==> src/rtl/if_stage_pc.sv <==
// Instruction-fetch stage: program counter, next-PC mux and IF/ID pipeline register.
// Stall (IF_WPC=0) freezes everything; a flush loads a bubble and does not count as a fetch.
module if_stage_pc #(
  parameter logic [31:0] RESET_PC   = 32'h0000_0000,
  parameter int          ROM_ADDR_W = 14
) (
  input  logic                  clock,
  input  logic                  reset,
  input  logic                  IF_WPC,
  input  logic [1:0]            Wpc,
  input  logic                  IF_flush,
  input  logic [31:0]           rs_data,
  input  logic [31:0]           ID_sign_extend,
  input  logic [31:0]           rom_instruction,
  output logic [ROM_ADDR_W-1:0] rom_adr,
  output logic [31:0]           PC,
  output logic [31:0]           IF_ID_instruction,
  output logic [31:0]           IF_ID_PC_plus_4,
  output logic [5:0]            IF_ID_op,
  output logic                  IF_ID_valid,
  output logic [31:0]           opcplus4,
  output logic [31:0]           fetch_count
);

  localparam logic [1:0] WPC_SEQ    = 2'b00;
  localparam logic [1:0] WPC_BRANCH = 2'b01;
  localparam logic [1:0] WPC_JUMP   = 2'b10;
  localparam logic [1:0] WPC_REG    = 2'b11;

  logic [31:0] pc_q,    pc_d;
  logic [31:0] instr_q, instr_d;
  logic [31:0] pcp4_q,  pcp4_d;
  logic        valid_q, valid_d;
  logic [31:0] count_q, count_d;
  logic [31:0] pc_plus_4;
  logic [31:0] target;

  assign pc_plus_4 = pc_q + 32'd4;

  // Branch/jump targets are relative to the instruction sitting in ID, not the fetch PC.
  always_comb begin
    target = pc_plus_4;
    case (Wpc)
      WPC_SEQ:    target = pc_plus_4;
      WPC_BRANCH: target = pcp4_q + (ID_sign_extend << 2);
      WPC_JUMP:   target = {pcp4_q[31:28], instr_q[25:0], 2'b00};
      WPC_REG:    target = {rs_data[31:2], 2'b00};
      default:    target = pc_plus_4;
    endcase
  end

  always_comb begin
    pc_d    = pc_q;
    instr_d = instr_q;
    pcp4_d  = pcp4_q;
    valid_d = valid_q;
    count_d = count_q;
    if (IF_WPC) begin
      pc_d = target;
      if (IF_flush) begin
        instr_d = 32'd0;
        pcp4_d  = 32'd0;
        valid_d = 1'b0;
      end else begin
        instr_d = rom_instruction;
        pcp4_d  = pc_plus_4;
        valid_d = 1'b1;
        count_d = count_q + 32'd1;
      end
    end
  end

  always_ff @(posedge clock or negedge reset) begin
    if (!reset) begin
      pc_q    <= RESET_PC;
      instr_q <= 32'd0;
      pcp4_q  <= 32'd0;
      valid_q <= 1'b0;
      count_q <= 32'd0;
    end else begin
      pc_q    <= pc_d;
      instr_q <= instr_d;
      pcp4_q  <= pcp4_d;
      valid_q <= valid_d;
      count_q <= count_d;
    end
  end

  assign rom_adr           = pc_q[ROM_ADDR_W+1:2];
  assign PC                = pc_q;
  assign IF_ID_instruction = instr_q;
  assign IF_ID_PC_plus_4   = pcp4_q;
  assign IF_ID_op          = instr_q[31:26];
  assign IF_ID_valid       = valid_q;
  assign opcplus4          = pcp4_q;
  assign fetch_count       = count_q;

endmodule

==> config.mk <==
export PLATFORM = sky130hd
export DESIGN_NAME = if_stage_pc
export DESIGN_NICKNAME = d
export VERILOG_FILES = /design/src/rtl/if_stage_pc.sv
export SDC_FILE = /design/constraint.sdc
export NUM_CORES = 1
export LEC_CHECK = 0
export ABC_AREA = 1
export ABC_CLOCK_PERIOD_IN_PS = 4260
export CAP_MARGIN = 20
export CORE_MARGIN = 1.5
export CORE_UTILIZATION = 30
export DETAILED_ROUTE_END_ITERATION = 8
export PLACE_DENSITY = 0.59
export SLEW_MARGIN = 20
export SYNTH_ARGS = -nofsm -noshare
export SYNTH_HDL_FRONTEND = slang
export SYNTH_SLANG_ARGS = --single-unit
==> constraint.sdc <==
create_clock -name clock -period 4.26 [get_ports clock]
set_input_delay 1.278 -clock clock [delete_from_list [all_inputs] [get_ports clock]]
set_output_delay 1.278 -clock clock [all_outputs]
set_load 0.1 [all_outputs]
=== Word level (Yosys, flattened, before mapping) ===
Cells that the tools add are included.

* Memory bits (read-only): 0
* Memories: 0
* Latch bits: 0
* Bits in registers: 129
* Output and inout port bits: 181
* Bits in writable memories: 0

* Magnitude comparators: 0
* Multipliers: 0
* Shift operators: 0
* Reductions and logical operators: 2
* Divide/modulo/power cells: 0
* Eq/ne operators: 3
* Multiplexer cells: 4
* Bitwise logic cells: 1
* $add $sub $neg: 3

{| class="wikitable"
|+ Operators by type and width
! cell !! count
|-
| $pmux W32 S4 || 1
|-
| $mux W32 || 2
|-
| $add A32 B1 Y32 const B || 1
|-
| $add A32 B3 Y32 const B || 1
|-
| $add A32 B32 Y32 || 1
|-
| $eq A2 B2 Y1 const B || 2
|-
| $eq A2 B1 Y1 const B || 1
|-
| $logic_not A2 Y1 || 1
|-
| $reduce_and A2 Y1 || 1
|-
| $mux W1 || 1
|-
| $not A1 Y1 || 1
|}

=== Logic depth before layout (Yosys ltp) ===
Gate-level depths: netlist of run 1.

* Depth after elaboration: 2
* Mapped depth: 15
* Gate-level depth less buffers: 15

=== Worst setup path before layout of run 1 ===
Ideal clock, no wire load.

* Path kind: input-to-reg
* From: input port ID_sign_extend[0]
* To: register pc_q[26] (netlist: PC[26])
* Path slack: 1.446 ns
* Stages: 15
* Required time: 4.140 ns
* Buffers on the path: 0
* Data arrival time: 2.694 ns
* Path through: ha_1 -> inv_1 -> fa_1 -> inv_1 -> nand3_1 -> nand3_1 -> nand2_1 -> nand2_1 -> nand3_1 -> nand3_1 -> nand2_1 -> nand3_1 -> nand2_1 -> nand2_1 -> nand2_1

* Word-level cells in the longest chain between the ends: 2

{| class="wikitable"
|+ RTL lines
! item !! RTL line !! RTL
|-
| from (decl) || 13 || <nowiki>input logic [31:0] ID_sign_extend,</nowiki>
|-
| $add A32 B32 Y32 || 45 || <nowiki>WPC_BRANCH: target = pcp4_q + (ID_sign_extend << 2);</nowiki>
|-
| $pmux W32 S4 || 43 || <nowiki>case (Wpc)</nowiki>
|-
| to (signal assigned) || 81 || <nowiki>pc_q <= pc_d;</nowiki>
|-
| to (decl) || 30 || <nowiki>logic [31:0] pc_q, pc_d;</nowiki>
|}

Every way passes these cells.
A chain may end at the register's enable or synchronous reset.

=== Final worst setup path of run 1 ===
* From: register pc_q[2] (netlist: PC[2])
* To: output port rom_adr[0]

{| class="wikitable"
|+ RTL lines
! item !! RTL line !! RTL
|-
| to (decl) || 15 || <nowiki>output logic [ROM_ADDR_W-1:0] rom_adr,</nowiki>
|}

No word-level cell between the ends.

==> reports/qor.yml, run 1 <==
status: "completed"
slowest_stage: "clkdlybuf4s50_1"
drc: 0
synth_area_per_cell_um2: 7.02
power_leakage_nw: 5.94
avgRoutedWirePerCell_um: 18.0
die_h_um: 178
die_area_um2: 31600
post_cts_buffers: 0
netlist.area_leader.share_pct: 35.2
synth_top_family_by_area: "simple AND/OR/NAND/NOR gates"
hp-class: "flip-flop to flip-flop"
row_count: 63
postCtsResizedCells: 0
cts.sinks: 129
netlist_area_um2: 9170
clock_latency_ps: 420
drt_iter0_markers: 618
worst_hold_slack_ps: 474
drt-total-wl_um: 34800
relSlewSlack_pct: 27.9
final_core_util_pct: 42.3
die_w_um: 178
irDropWorstVdd_uv: 503
final_cells: 1936
final_layout_size_suffix_gt1_share_pct: 6.41
fmax_mhz: 295
synthTopCellsByArea: "dfrtp_1 35%, nand2_1 16%, inv_1 7.0%"
antenna_found_initial: 4
synth_top_flop_cell: "dfrtp_1"
first_global_vias: 9107
worst-path-buf-inv: 1
area_delta_synth_final_pct: 37.7
yosys.area_share.simple_pct: 30.7
coreArea_um2: 29900
worstPathRequired_ps: 2980
synth_area_leader_cell: "dfrtp_1"
synth-xor-area-share_pct: 4.97
slowest_delay_ps: 1190
placed_cells: 1902
routed-via-count: 9218
maxCapViolCount: 0
synthCells: 1305
grt_max_degree: 76
ant_nets: 0
layout.nets: 1665
grt_use_total_pct: 22.3
dr.pass1.iters: 5
worst_slew_pin_slew_ps: 1080
final_hold_viol_count: 0
cts.htree.levels: 4
gp_congestion: 0.909
finalSetupTns_ps: 0
via_per_inst: 4.76
fin_crit_ps: 3390
start_util_pct: 30.7
ys_seq_elements: 129
clk_pin_slew_ps: 70
tritoncts: "yes"
grt_overflow: 0
post-route-period-util_pct: 79.6
hpwl_um: 27500
crit_chain: "clkdlybuf4s50_1"
multi_input_area_um2: 4770
worstPathArrival_ps: 2110
synth-compound-area-share_pct: 11.9
cp-end-kind: "primary output"
critPathMaxFanout: 7
yosysSeqAreaShare_pct: 35.2
ys_warn_count: 0
yosys.area_share.adder_pct: 4.45
fillerInstances: 3070
syn_nets: 1439
setup_viol: 0
cp_top_family: "buffers and inverters"
rsz0062_at_grt: "false"
start_kind: "flip-flop"
regArea_um2: 3230
cts_buffers: 17
async_flop_share_pct: 100
clockBufferDepth: 2
ys_types: 46
synth_mux_area_share_pct: 0
finClkSkew_ps: 8.08
synth_edf_count: 0
ctsRootBufferMaster: "clkbuf_16"
io_buffer_count: 278
powerDensity_nw_per_um2: 467
slew_viol_final: 0
grt_pass1_wl_um: 52700
io_pins: 283
hold_buffers: 0
critPathKind: "flip-flop to primary output"
-- cells by family after synthesis --
kind of cell / after synthesis
buffers and inverters: 259
DFF: 129
xor gates and xnor gates: 52
and+or+nand+nor: 646
AOI/OAI and AO/OA: 187
adders and majority gates: 32
-- cells in the mapped netlist, drive strengths merged (3+ instances only) --
cell and number:
clkbuf 26, nand4 19, nor4 5, a21oi 45, nand2 399, nor3 26
dfrtp 129, inv 173, o22ai 11, o2111ai 3, ha 31, nor2 110
a22o 14, nand3b 4, o21bai 5, a21boi 6, a211oi 11, nand3 76
or2 4, o21ai 85, buf 59, xnor2 18, xor2 34
-- state kept, by name, indices dropped and copies added (netlist names) --
signal and flops:
fetch_count 32, IF_ID_PC_plus_4 32, IF_ID_valid 1, PC 32
IF_ID_instruction 32
-- worst paths after layout --
path,start,endpoint,slack [ps],cells after the start
max,PC[2],rom_adr[0],870,1
min,fetch_count[31],fetch_count[31],470,1
max reg2reg,IF_ID_PC_plus_4[23],PC[29],1880,13
min reg2reg,fetch_count[31],fetch_count[31],470,1
max in group asynchronous,reset,PC[16],2580,2
min in group asynchronous,reset,IF_ID_instruction[28],870,1
-- report_power, final --
| group | switching [mW] | internal [mW] |
|---|---|---|
| clock network | 0.627 | 0.991 |
| logic | 2.09 | 0.645 |
| registers | 0.193 | 1.36 |
| total | 2.91 | 2.99 |
-- layout by cell type (no fill, tap or decap), drive strengths merged, types with 3 or more instances in the layout --
master,instances
buf,31
bufinv,4
a211oi,11
ha,31
nor3,26
clkinv,6
a22o,14
nand2,399
nor2,110
nand3b,4
xnor2,18
o2111ai,3
o22ai,11
a21boi,6
inv,176
xor2,34
clkbuf,18
or2,4
o21bai,5
dfrtp,129
nand3,76
nor4,5
o21ai,85
clkdlybuf4s50,261
a21oi,45
nand4,19
-- routing by layer --
metal | vias up | wire length [µm] | GRT usage, %
li1 | 4600 | - | -
met1 | 4277 | 15500 | 29.0
met3 | 44 | 2240 | 4.91
met5 | - | 0 | 0
met4 | 0 | 939 | 7.91
met2 | 297 | 16100 | 36.4
-- per-stage QoR --
| step | worst slack (ps) | total power, mW | cell area [µm²] |
|---|---|---|---|
| 3_3_place_gp | 568 | 4.29 | 12000 |
| 4_1_cts | 842 | 5.94 | 12600 |
| 2_1_floorplan | 1450 | 3.60 | 9170 |
| 5_1_grt | 794 | 6.15 | 12600 |
| 3_5_place_dp | 557 | 4.30 | 12000 |
| 6_report | 869 | 5.90 | 12600 |
-- layout make-up --
cell class	count	area share, %
timing repair buffer	292	22.6
clock inverter	14	1.63
tap	390	3.87
multi-input combinational	917	37.8
sequential	129	25.6
clock buffer	18	3.40
antenna	2	0.0396
inverter	174	5.17
Note: power is estimated with default switching activity, not from simulation.
==> run 2: changes to the inputs <==
--- a/config.mk
+++ b/config.mk
@@ -6,12 +6,12 @@
 export NUM_CORES = 1
 export LEC_CHECK = 0
 export ABC_AREA = 1
-export ABC_CLOCK_PERIOD_IN_PS = 4260
+export ABC_CLOCK_PERIOD_IN_PS = 2810
 export CAP_MARGIN = 20
 export CORE_MARGIN = 1.5
 export CORE_UTILIZATION = 30
 export DETAILED_ROUTE_END_ITERATION = 8
-export PLACE_DENSITY = 0.59
+export PLACE_DENSITY = 0.62
 export SLEW_MARGIN = 20
 export SYNTH_ARGS = -nofsm -noshare
 export SYNTH_HDL_FRONTEND = slang
==> constraint.sdc (replaced) <==
create_clock -name clock -period 2.81 [get_ports clock]
set_input_delay 0.843 -clock clock [delete_from_list [all_inputs] [get_ports clock]]
set_output_delay 0.843 -clock clock [all_outputs]
set_load 0.1 [all_outputs]
==> reports/qor.yml, run 2 (synthesis gave the netlist of run 1 again) <==
die_area_um2: 31600  # unchanged
first_global_vias: 9397  # +3.2%
ant_nets: 0  # unchanged
r2r_end: "PC[18]"
die_w_um: 178  # unchanged
final_layout_size_suffix_gt1_share_pct: 20.9  # +15 points
worstPathArrival_ps: 2930  # +820 ps
status: "completed"
drt-total-wl_um: 34300  # -1.3%
slowest_stage: "clkdlybuf4s50_1"
cp_top_family: "simple AND/OR/NAND/NOR gates"
grt_pass1_wl_um: 51900  # -1.5%
irDropWorstVdd_uv: 865  # +72%
fmax_mhz: 381
worst_hold_slack_ps: 348  # -126 ps
gp_congestion: 0.957  # +5.3%
critPathMostFrequentCell: "nand2_1"
placed_cell_area_um2: 12100  # +1.1%
slowest_delay_ps: 460  # -730 ps
reg2reg_from: "PC[2]"
grt_max_degree: 61  # -20%
hold_buffers: 0  # unchanged
cp-end-kind: "flip-flop"
final_core_util_pct: 42.7  # +0.41 points
io_buffer_count: 278  # unchanged
crit_chain: "clkdlybuf4s50_1 > ha_1 > inv_1 > fa_1 > inv_1 > buf_4 > nand3_1 > nand3_1 > nand3_1 > nand2_1 > nand2_1 > nand3_1 > nand2_1 > nand2_1 > nand2_1"
finalSetupTns_ps: 0  # unchanged
die_h_um: 178  # unchanged
power_leakage_nw: 6.55  # +10%
finClkSkew_ps: 11.4  # +3.34 ps
cts_buffers: 17  # unchanged
setup_viol: 0  # unchanged
avgRoutedWirePerCell_um: 17.1  # -4.8%
reg2reg_depth: 10  # -3
critPathKind: "primary input to flip-flop"
routed-via-count: 9446  # +2.5%
antenna_found_initial: 1  # -3
row_count: 63  # unchanged
rsz0062_at_grt: "false"
cts.htree.levels: 4  # unchanged
critPathMaxFanout: 4  # -3
drc: 0  # unchanged
worst_slew_pin_slew_ps: 664  # -415 ps
drt_iter0_markers: 684  # +11%
dr.pass1.iters: 7  # +2
placed_cells: 1973  # +3.7%
start_util_pct: 30.7  # unchanged
grt_overflow: 0  # unchanged
maxCapViolCount: 0  # unchanged
relSlewSlack_pct: 55.7  # +28 points
tritoncts: "yes"
start_kind: "primary input"
clk_pin_slew_ps: 70  # about the same
final_cell_mix: "393 x nand2_1, 265 x buf_4, 170 x inv_1"
r2r_slack_ps: 610  # -1270 ps
design_area_um2: 12700  # +0.97%
post-route-period-util_pct: 93.3
ctsRootBufferMaster: "clkbuf_16"
worst-path-buf-inv: 4  # +3
io_pins: 283  # unchanged
hp-class: "primary input to asynchronous set/reset pin"
clockBufferDepth: 2  # unchanged
fin_crit_ps: 2620
final_hold_viol_count: 0  # unchanged
layout_commonest_cell: "nand2_1"
area_delta_synth_final_pct: 39.1
slew_viol_final: 0  # unchanged
clock_latency_ps: 420  # about the same
worstPathRequired_ps: 3120  # +140 ps
final_cells: 2006  # +3.6%
layout.nets: 1736  # +4.3%
cts.sinks: 129  # unchanged
hpwl_um: 27400  # -0.31%
coreArea_um2: 29900  # unchanged
grt_use_total_pct: 21.8  # -0.53 points
via_per_inst: 4.71  # -1.1%
powerDensity_nw_per_um2: 703  # +50%
[run 2: cell types whose count changed in the layout (fill, tap and decap cells not counted), moves of 3 or more]
cell	delta
inv_6	+3
clkinv_4	-3
buf_4	+235
clkdlybuf4s50_1	-165
[run 2: worst max path at each step]
stage	from	endpoint	slack, ps	cells past startpoint
2_1_floorplan	IF_ID_PC_plus_4[2]	PC[26]	180	15
3_3_place_gp	ID_sign_extend[0]	PC[26]	-250	16
3_5_place_dp	ID_sign_extend[0]	PC[26]	-300	16
4_1_cts	ID_sign_extend[0]	PC[26]	160	16
5_1_grt	ID_sign_extend[22]	PC[27]	6	13
6_report	ID_sign_extend[0]	PC[28]	190	15
[run 2: cell type report]
type                            count  area, µm²
Inverter                          174        653
Multi-Input combinational cell    917       4780
Sequential cell                   129       3230
Tap cell                          390        488
Fill cell                        3073      17100
Antenna cell                        1       2.50
Timing Repair Buffer              363       2980
Clock buffer                       19        443
Clock inverter                     13        173
[run 2: what timing repair did]
item	4_1_cts	5_1_grt
resized for setup	0	3
buffers inserted	0	0
endpoints found under the setup margin	0	3
[run 2: power by group]
group          leakage [nW]  switching (mW)  internal, mW
combinational          4.59            3.19          1.03
sequential             1.66           0.305          2.06
clock                 0.300           0.947          1.44
total                  6.55            4.44          4.52
[run 2: through the flow]
stage	total power, mW	worst slack, ps
4_1_cts	9.01	156
3_3_place_gp	6.57	-248
2_1_floorplan	5.45	178
5_1_grt	9.35	6.00
6_report	8.97	188
3_5_place_dp	6.60	-296
[run 2: routing by layer]
layer / share of wire, % / wire length, µm / GRT usage [%] / vias up
met4: 2.5 / 854 / 6.41 / 0
li1: - / - / - / 4744
met3: 6.2 / 2140 / 4.88 / 45
met2: 48 / 16300 / 36.2 / 301
met1: 44 / 15000 / 28.2 / 4356
met5: 0 / 0 / 0 / -
[run 2: worst reg2reg max path, stage by stage (launching register included)]
cell and delay [ps]:
dfrtp_1 480, ha_1 240, nand2_1 60, nor2_1 180, inv_1 150, nor2_2 280
nand2_1 130, xor2_1 310, a21oi_1 110, nand2_1 100, nand2_1 50
==> run 3: changes to the inputs <==
--- a/config.mk
+++ b/config.mk
@@ -10,6 +10,7 @@
 export CAP_MARGIN = 20
 export CORE_MARGIN = 1.5
 export CORE_UTILIZATION = 30
+export CTS_CLUSTER_DIAMETER = 100
 export DETAILED_ROUTE_END_ITERATION = 8
 export PLACE_DENSITY = 0.62
 export SLEW_MARGIN = 20
==> results of run 3 <==
Same layout as run 2: the final DEF is identical, and so are final timing and power.
==> patch 1 (settings of run 2) <==
Remove the case item `WPC_BRANCH` of the case on `Wpc`.
--- a/src/rtl/if_stage_pc.sv
+++ b/src/rtl/if_stage_pc.sv
@@ -43,5 +43,4 @@
     case (Wpc)
       WPC_SEQ:    target = pc_plus_4;
-      WPC_BRANCH: target = pcp4_q + (ID_sign_extend << 2);
       WPC_JUMP:   target = {pcp4_q[31:28], instr_q[25:0], 2'b00};
       WPC_REG:    target = {rs_data[31:2], 2'b00};
Behaviour: not the same (Yosys sat finds a counterexample within 4 cycles, from zero or initial values and one cycle with reset low).
==> patch 1 against run 2 <==
Worst hold slack worse by 0.068 ns. Via count down 33%. Final area fell by 25%. Routed wire length decreased by 36%. Power decreased by 11%. Setup slack gained 0.38 ns. Sequential cell count is 3 lower. Area after synthesis is 25% lower. Non-clock buffer count shrank 103. Critical path type unchanged. Largest cell class is now flip-flops and latches. Highest routed layer is now met5.
==> patch 1: results (changes against run 2) <==
Route
  • 1st-pass router iterations: 4 (-3)
  • Metal2 WL: 10,600 um (-35%)
  • Vias per Instance: 4.66 (-1.1%)
  • DR vias: 6,297 (-33%)
  • Met1 wire length: 9830 um (-34%)
  • DR iter-0 viols: 332 (-51%)

Setup path
  • CP max FO: 60 (+56)
  • CP max stage cell: buf_4
  • Arr. time, crit path: 2.59 ns (-0.34 ns)

GRT
  • GR Util met1: 0.234 (-0.0475)
  • Vias in the first global route: 5,871 (-38%)
  • Initial antenna violation count: 3 (+2)
  • Met2 Track Usage GR: 0.307 (-0.0554)
  • Met3 usage: 0.0485 (-0.000370)
  • Total Routing Usage GR: 0.182 (-0.0357)

Outcome
  • Outcome: finished clean

Yosys
  • Complex-gate fraction of the synthesized area: 0.0951 (-0.0235)
  • Synth top cells by count: 286 x nand2_1, 126 x dfrtp_1, 92 x nor2_1, 56 x buf_4, 53 x inv_1
  • Post-synth cell types: 31 (-33%)
  • Synth area leaders: dfrtp_1 46%, nand2_1 16%, buf_4 6.1%, nor2_1 5.0%, a221oi_1 3.7%
  • Synth Area per Inst: 8.06 sq um (+15%)
  • Synth Area in XOR/XNOR: 0.0502 (+0.000497)
  • Post-synthesis adder-cell area fraction: 0.00362 (-0.0409)

Pwr
  • Max rail drop VDD: 0.552 mV (-36%)
  • Leak: 4.67 nW (-29%)

Place
  • Dpl ws: 0.144 ns (+0.440 ns)
  • Final Wtd Congestion: 0.861 (-10%)
  • Post-DP Area: 8870 sq um (-27%)
  • Detail Placement HPWL: 16,100 um (-41%)
  • Count of input and output buffers: 246 (-12%)

Finish
  • Layout cells sized above 1: 0.247 (+0.0377)
  • Util after Layout: 0.420 (-0.00629)
  • Fillcell total: 2,267 (-26%)

Timing
  • Hold slack: 0.280 ns (-0.0682 ns)
  • Tcrit/Tclk final: 0.796 (-0.137)
  • Clock Skews: 0.00944 ns (-0.00198 ns)
## patch 1: cell types whose count changed after synthesis, sizes merged, moves of 27 or more
| cell | delta |
|---|---|
| nand2 | -107 |
| o21ai | -74 |
| nand3 | -54 |
| inv | -117 |
| a221oi | +27 |
| ha | -29 |
## patch 1: worst paths after layout
check,startpoint,endpoint,cells past startpoint
hold reg to reg,IF_ID_valid$_DFFE_PN0P_,IF_ID_valid$_DFFE_PN0P_,2
max in group asynchronous,reset,PC[9]$_DFFE_PN0P_,2
setup reg to reg,PC[2]$_DFFE_PN0P_,IF_ID_PC_plus_4[26]$_DFFE_PN0P_,8
min in group clock,IF_ID_valid$_DFFE_PN0P_,IF_ID_valid$_DFFE_PN0P_,2
setup / recovery,IF_WPC,IF_ID_PC_plus_4[26]$_DFFE_PN0P_,6
hold / removal,reset,fetch_count[28]$_DFFE_PN0P_,1
## patch 1: cells by family after synthesis
family / Yosys count
simple gates: 458
buf+inv: 141
flops: 126
compound gates: 92
xor+xnor: 37
fa+ha+maj: 2
other cells: 1
## patch 1: report_power, final
group          internal (mW)  switching (mW)  leakage, nW
Combinational          0.641            2.61         2.78
Sequential              2.01           0.271         1.58
Clock                   1.54           0.871        0.307
## patch 1: area by class of cell
| class | instances | area (sq um) | share of cell area |
|---|---|---|---|
| antenna | 2 | 5.00 | 0.000526 |
| clock buffer | 20 | 457 | 0.0480 |
| clock inverter | 12 | 184 | 0.0193 |
| inverter | 56 | 211 | 0.0222 |
| multi-input combinational | 591 | 3010 | 0.316 |
| sequential | 126 | 3150 | 0.331 |
| tap | 285 | 357 | 0.0375 |
| timing repair buffer | 260 | 2150 | 0.225 |
## patch 1: worst max-delay path, delay by kind of cell
| kind | cells | cell delay [ns] |
|---|---|---|
| simple gates | 3 | 0.44 |
| buf+inv | 3 | 1.25 |
==> patch 2 (settings of run 2) <==
Without the edit above. The parameter `ROM_ADDR_W` goes from 14 to 13.
--- a/src/rtl/if_stage_pc.sv
+++ b/src/rtl/if_stage_pc.sv
@@ -3,5 +3,5 @@
 module if_stage_pc #(
   parameter logic [31:0] RESET_PC   = 32'h0000_0000,
-  parameter int          ROM_ADDR_W = 14
+  parameter int          ROM_ADDR_W = 13
 ) (
   input  logic                  clock,
Ports: changed (resized rom_adr); port bits go from 283 to 282. No check against the original RTL was run, so the function may have changed too.
==> patch 2 against run 2 <==
Synthesized cell count hardly changed. Sequential cell count unchanged. Final area up 0.62%. Count of clock-buffer cells in the layout fell by 1. Power decreased by 0.11%. Sequential share of layout area down 0.16 points. Area after synthesis about the same. Global-route usage up 0.20 points. Setup slack lost 0.062 ns. Via count is 0.66% higher. Routed wire length grew 0.70%. Critical path type unchanged. Largest power group unchanged.
==> patch 2: results (changes against run 2) <==
Outcome
  • Outcome: finished clean

Finish
  • Non-clock buffers, area share: 0.239 (+0.00480)
  • Fin nets: 1,740 (+0.23%)
  • Clk tree area frac: 0.0482 (-0.000102)
  • Layout clock buffers: 18 (-1)
  • ANT cells: 2 (+1)
  • Fraction of area in multi-input gates: 0.372 (-0.00279)
  • Fillcell total: 3,098 (+0.81%)
  • Non-CTS buffers: 367 (+1.1%)
  • Util after Layout: 0.429 (+0.00264)
  • Layout cells sized above 1: 0.211 (+0.00134)
  • Register share of the cell area: 0.252 (-0.00156)

GRT
  • Vias in the first global route: 9,406 (+0.096%)
  • GR Util met1: 0.285 (+0.00339)
  • Total Routing Usage GR: 0.220 (+0.00204)
  • First-pass GRT wire length: 52,300 um (+0.72%)
  • Initial antenna violation count: 3 (+2)
  • Met2 Track Usage GR: 0.364 (+0.00130)
  • Met3 usage: 0.0452 (-0.00364)
  • Pin count of the biggest net entering global routing: 83 (+36%)

Yosys
  • Cells after synthesis: 1,304 (-0.077%)
  • Synth warn: 0 (unchanged)
  • Complex-gate fraction of the synthesized area: 0.119 (about the same)
  • Sequential element share of the synthesized area: 0.353 (about the same)
  • Synth Area in XOR/XNOR: 0.0497 (about the same)
  • Synthesis-stage register bit count: 129 (unchanged)
  • Post-synthesis adder-cell area fraction: 0.0445 (about the same)

Pwr
  • Max rail drop VDD: 0.738 mV (-15%)
  • Total power per unit cell area: 698 nW/um^2 (-0.72%)
  • Tot Pwr: 8.96 mW (-0.11%)
  • Cell-internal power: 4.53 mW (+0.16%)
  • Leak: 6.58 nW (+0.44%)
  • Part of the power in the clock network: 0.265 (about the same)

Timing
  • Worst Tran Pin Value: 0.523 ns (-0.141 ns)
  • Hold slack: 0.362 ns (+0.0141 ns)
  • Clock Skews: 0.0108 ns (-0.000666 ns)

Place
  • Count of input and output buffers: 277 (-0.36%)
  • Placed cell count: 1,977 (+0.20%)
  • Post-DP Area: 12,200 sq um (+0.66%)
  • Final Wtd Congestion: 0.912 (-4.7%)
  • Dpl ws: -0.277 ns (+0.0190 ns)

Route
  • Metal2 WL: 16,000 um (-2.0%)
  • Met1 wire length: 15,500 um (+3.0%)
  • DR iter-0 viols: 680 (-0.58%)
  • Highest Signal Layer: met5
  • DR WL met3: 2210 um (+3.2%)
  • Routed WL per cell: 17.2 um (+0.45%)
  • 1st-pass router iterations: 5 (-2)

Worst hold path
  • Hold Crit Class: input pin to async pin

Setup path
  • CP max FO: 5 (+1)
  • R2R Setup Slk: 0.54 ns (-0.07 ns)
  • Worst r2r path cells: 13 (+3)
  • Start of the worst register-to-register path: IF_ID_PC_plus_4[7]$_DFFE_PN0P_
  • CP max stage delay: 0.42 ns (-0.04 ns)
## patch 2: changes by cell type in the layout (fill, tap and decap cells not counted)
cell,before,now
a21oi_2,1,0
clkinv_4,2,4
inv_6,6,3
a21oi_1,44,45
nand2_1,393,394
clkinvlp_4,1,3
buf_12,1,5
nand2_2,4,3
diode_2,1,2
clkbuf_1,1,0
## patch 2: worst max-delay path by stage
stage	start	endpoint	slack (ns)	cells past startpoint
floorplan	IF_ID_PC_plus_4[2]$_DFFE_PN0P_	PC[26]$_DFFE_PN0P_	0.18	15
global route	ID_sign_extend[22]	PC[31]$_DFFE_PN0P_	0.004	13
finish	ID_sign_extend[5]	PC[31]$_DFFE_PN0P_	0.13	14
global placement	ID_sign_extend[0]	PC[26]$_DFFE_PN0P_	-0.25	16
detailed placement	ID_sign_extend[0]	PC[26]$_DFFE_PN0P_	-0.28	16
CTS	ID_sign_extend[8]	PC[31]$_DFFE_PN0P_	0.16	14
